[src/rtl/alu_pkg.sv]
// Shared ALU definitions: op encodings used by the execute-stage ALU and the
// state encoding of the multiply sequencer that drives it.
package alu_pkg;

   localparam logic [2:0] ALU_OP_ADD = 3'h0;
   localparam logic [2:0] ALU_OP_NOP = 3'h1;
   localparam logic [2:0] ALU_OP_SLL = 3'h5;

   typedef enum logic [1:0] {
      IDLE  = 2'd0,
      ADD   = 2'd1,
      SHIFT = 2'd2,
      DONE  = 2'd3
   } mul_state_e;

endpackage

[src/rtl/alu_mul_seq.sv]
// Shift-and-add multiply sequencer. Computes the low WIDTH bits of op_a*op_b
// by borrowing the shared ALU for adds and left shifts, one step per cycle.
// Optional build macro MUL_EARLY_EXIT_EN: finish as soon as no multiplier
// bits remain instead of always walking all WIDTH bit positions.
module alu_mul_seq
   import alu_pkg::*;
#(
   parameter int WIDTH = 32
) (
   input  logic             clk,
   input  logic             rst_n,
   input  logic             start_valid,
   output logic             start_ready,
   input  logic [WIDTH-1:0] op_a,
   input  logic [WIDTH-1:0] op_b,
   output logic             done_valid,
   input  logic             done_ready,
   output logic [WIDTH-1:0] product,
   output logic [WIDTH-1:0] alu_a,
   output logic [WIDTH-1:0] alu_b,
   output logic [2:0]       alu_op,
   input  logic [WIDTH-1:0] alu_result
);

   localparam int IDX_W = $clog2(WIDTH);

   mul_state_e       state, state_nxt;
   logic [WIDTH-1:0] mcand, mcand_nxt;
   logic [WIDTH-1:0] mplier, mplier_nxt;
   logic [WIDTH-1:0] acc, acc_nxt;
   logic [IDX_W-1:0] idx, idx_nxt;

   // Handshake and result come straight from registered state only.
   assign start_ready = (state == IDLE);
   assign done_valid  = (state == DONE);
   assign product     = acc;

   // State and datapath registers; reset drops any in-flight multiply.
   always_ff @(posedge clk) begin
      if (!rst_n) begin
         state  <= IDLE;
         mcand  <= '0;
         mplier <= '0;
         acc    <= '0;
         idx    <= '0;
      end else begin
         state  <= state_nxt;
         mcand  <= mcand_nxt;
         mplier <= mplier_nxt;
         acc    <= acc_nxt;
         idx    <= idx_nxt;
      end
   end

   // Next-state, datapath updates and ALU steering for each sequencer step.
   always_comb begin
      state_nxt  = state;
      mcand_nxt  = mcand;
      mplier_nxt = mplier;
      acc_nxt    = acc;
      idx_nxt    = idx;
      alu_op     = ALU_OP_NOP;
      alu_a      = '0;
      alu_b      = '0;

      case (state)
         IDLE: begin
            if (start_valid) begin
               mcand_nxt  = op_a;
               mplier_nxt = op_b;
               acc_nxt    = '0;
               idx_nxt    = '0;
               state_nxt  = op_b[0] ? ADD : SHIFT;
`ifdef MUL_EARLY_EXIT_EN
               if (op_b == '0) state_nxt = DONE;
`endif
            end
         end

         ADD: begin
            alu_op    = ALU_OP_ADD;
            alu_a     = acc;
            alu_b     = mcand;
            acc_nxt   = alu_result;
            state_nxt = SHIFT;
         end

         SHIFT: begin
            alu_op     = ALU_OP_SLL;
            alu_a      = mcand;
            mcand_nxt  = alu_result;
            mplier_nxt = mplier >> 1;
            idx_nxt    = idx + IDX_W'(1);
            // mplier[1] is the bit that becomes the LSB after this shift.
            if (idx == IDX_W'(WIDTH - 1)) state_nxt = DONE;
            else                          state_nxt = mplier[1] ? ADD : SHIFT;
`ifdef MUL_EARLY_EXIT_EN
            if (mplier_nxt == '0) state_nxt = DONE;
`endif
         end

         DONE: begin
            if (done_ready) state_nxt = IDLE;
         end

         default: state_nxt = IDLE;
      endcase
   end

endmodule

[config.mk]
export PLATFORM = sky130hd
export DESIGN_NAME = alu_mul_seq
export DESIGN_NICKNAME = d
export VERILOG_FILES = /design/src/rtl/alu_pkg.sv /design/src/rtl/alu_mul_seq.sv
export SDC_FILE = /design/constraint.sdc
export NUM_CORES = 1
export LEC_CHECK = 0
export CAP_MARGIN = 10
export CORE_MARGIN = 2
export CORE_UTILIZATION = 48
export DETAILED_ROUTE_END_ITERATION = 16
export GPL_TIMING_DRIVEN = 0
export HOLD_SLACK_MARGIN = 0.12
export PLACE_DENSITY_LB_ADDON = 0.3
export SYNTH_ARGS = -nofsm -noshare
export SYNTH_HDL_FRONTEND = slang
export SYNTH_SLANG_ARGS = --single-unit
[constraint.sdc]
create_clock -name clk -period 2.7 [get_ports clk]
set_clock_uncertainty 0.2 [all_clocks]
set_input_delay 0.54 -clock clk [delete_from_list [all_inputs] [get_ports clk]]
set_output_delay 0.54 -clock clk [all_outputs]
set_load 0.03 [all_outputs]
==> impl_metrics.env <==
export IMPL_via_per_inst=5.83
export IMPL_path_clk_slew_ns=0.09
export IMPL_slew_violations=0
export IMPL_fin_crit_sh=0.973
export IMPL_root_buffer="clkbuf_8"
export IMPL_start_kind="register"
export IMPL_layout_commonest_cell="clkdlybuf4s50_1"
export IMPL_critPathRequiredTime_ns=1.96
export IMPL_ys_flop_type="dfxtp_1"
export IMPL_period_needed_ns=2.63
export IMPL_die_area_um2=12000
export IMPL_die_w_um=110
export IMPL_die_h_um=110
export IMPL_place_hpwl_mm=12.9
export IMPL_place_inst=896
export IMPL_drc=0
export IMPL_ant_nets=0
export IMPL_overflow=0
export IMPL_synth_area_top_cells="dfxtp_1 (38%), a211oi_2 (14%), mux2i_1 (12%)"
export IMPL_synth_edf_count=0
export IMPL_drt_iter0_drc=291
export IMPL_gp_congestion=0.856
export IMPL_syn_cell_area_um2=5370
export IMPL_cts_hold_buf=0
export IMPL_antenna_found_initial=0
export IMPL_grt_pass1_wl_mm=27.0
export IMPL_cts_tree="done"
export IMPL_holdPathStages=2
export IMPL_dr_pass1_iters=5
export IMPL_drive_gt1_frac=0.233
export IMPL_multiInputGateArea_um2=3030
export IMPL_outcome="finished, final reports clean"
export IMPL_htree_num_levels=3
export IMPL_power_density_nw_per_um2=860
export IMPL_port_buffers=199
export IMPL_power_switching_mw=2.86
export IMPL_antenna_cells=0
export IMPL_cp_end_kind="primary output"
export IMPL_numCtsBuffers=9
export IMPL_vias=5301
export IMPL_ios=201
export IMPL_syn_to_final_growth_pct=42.3
export IMPL_grt_pass1_vias=5368
export IMPL_vdd_drop_max_mv=0.391
export IMPL_grt_max_degree=16
export IMPL_crit_path_max_fanout=10
export IMPL_p_leak_nw=2.79
export IMPL_nets=874
export IMPL_p_seq_frac=0.326
export IMPL_yosys_warnings=0
export IMPL_regArea_um2=2050
export IMPL_routedWlPerCell_um=19.5
export IMPL_hold_viol_final=0
export IMPL_core_area_um2=10900
export IMPL_stdcell_count=909
export IMPL_final_util=0.702
export IMPL_min_path_type="register to register"
export IMPL_arrival_ns=1.89
export IMPL_p_sw_frac=0.434
export IMPL_synth_seq_cells=102
export IMPL_yosysSeqAreaShare=0.380
export IMPL_pwr_share_clk=0.142
export IMPL_drv_cap=0
export IMPL_fmax_mhz=381
export IMPL_syn_num_nets=665
export IMPL_reg2reg_depth=7
export IMPL_rsz0062_at_grt="false"
export IMPL_num_rows=38
export IMPL_layout_common_cells="clkdlybuf4s50_1 (135), dfxtp_1 (101), nor2_1 (96)"
export IMPL_start_util=0.493
export IMPL_clk_insertion_delay_late_ns=0.36
export IMPL_setup_viol=0
export IMPL_drt_wl_total_mm=17.7
export IMPL_cts_sinks=102
export IMPL_tightest_slew_ns=0.785
export IMPL_internal_power_mw=3.72
export IMPL_synth_top_area_frac=0.380
export IMPL_total_power_mw=6.57
export IMPL_fillers=871
export IMPL_cts_setup_buffers=0
export IMPL_fin_hold_ws_ns=0.265
export IMPL_syn_inst=557
export IMPL_synth_largest_area_cell="dfxtp_1"
export IMPL_clockBufferDepth=2
export IMPL_p_comb_frac=0.532
export IMPL_yosysUniqueCellTypes=30
export IMPL_synth_area_per_cell_um2=9.64
export IMPL_path_class="register to primary output"
export IMPL_grtUsageTotal=0.290
export IMPL_max_slew_margin=0.477
export IMPL_async_flop_share=0
==> cells by family (layout without fill, tap and decap cells) <==
group,Yosys count,after routing,synth area share
flops,102,102,0.380
buf+inv,64,276,0.0610
compound gates,138,138,0.255
mux,65,65,0.122
simple gates,179,179,0.163
fa+ha+maj,8,8,0.0186
other cells,1,1,0.000698
==> cell usage after synthesis, types with 2 or more instances <==
| master | n |
|---|---|
| buf_2 | 13 |
| mux2i_1 | 64 |
| nor2_1 | 96 |
| clkbuf_1 | 35 |
| and2_1 | 33 |
| buf_4 | 3 |
| nand2_1 | 5 |
| ha_1 | 8 |
| nor2b_1 | 34 |
| a211oi_2 | 60 |
| nand3b_1 | 2 |
| dfxtp_1 | 102 |
| a211oi_1 | 3 |
| a32oi_1 | 34 |
| nand4b_1 | 2 |
| a21oi_1 | 4 |
| inv_1 | 5 |
| buf_6 | 8 |
| a22oi_1 | 32 |
| and3_1 | 2 |
| nand2b_1 | 3 |
==> area by class of cell <==
cell class,count,area share
multi-input cells,391,0.396
flip-flops and latches,102,0.268
repair buffers,199,0.238
plain buffers,58,0.0496
well taps,140,0.0229
clock buffers,10,0.0167
clock inverters,4,0.00655
inverters,5,0.00246
==> sequential cells by signal, summed over array words and instances (netlist names) <==
name     flops
idx          5
mcand       32
mplier      31
state        2
product     32
==> per-layer routing <==
metal,vias to the layer above,share of wire,GRT usage
met1,2595,0.41,0.355
met2,233,0.49,0.503
met3,45,0.069,0.0516
met4,0,0.030,0.116
met5,-,0,0
li1,2428,-,-
==> worst max-delay path: stages (launching register included) <==
cell and delay, ns:
dfxtp_4 0.40, inv_1 0.08, ha_1 0.22, buf_4 0.16
clkbuf_8 0.18, a22oi_2 0.23, nor2b_1 0.07, buf_2 0.18
==> power groups by stage <==
stage               registers, mW  logic [mW]  clock network, mW
floorplan                    2.18        2.27                  0
global placement             2.13        3.33                  0
CTS                          2.13        3.48              0.928
detailed placement           2.16        3.42                  0
global route                 2.18        3.72              0.993
finish                       2.14        3.50              0.932
==> final timing paths <==
check             start         end  slack (ns)
min          mplier[31]  mplier[31]        0.27
min reg2reg  mplier[31]  mplier[31]        0.27
max            state[0]   alu_a[12]        0.07
max reg2reg    state[0]   mcand[17]        0.42
==> metrics by stage <==
| stage | instance area (um^2) | TNS (ns) | setup slack (ns) |
|---|---|---|---|
| final | 7640 | 0 | 0.0741 |
| after global routing | 7640 | 0 | 0.00120 |
| after CTS | 7790 | -0.0176 | -0.0111 |
| after detailed placement | 7540 | -27.97 | -0.562 |
| after global placement | 7540 | -24.85 | -0.533 |
| after floorplan | 5370 | 0 | 0.0913 |
==> timing repair <==
item	CTS	global route
gates resized for setup	242	68
endpoints found under the hold margin	0	0
endpoints found under the setup margin	64	56
(Power assumes the default switching activity.)
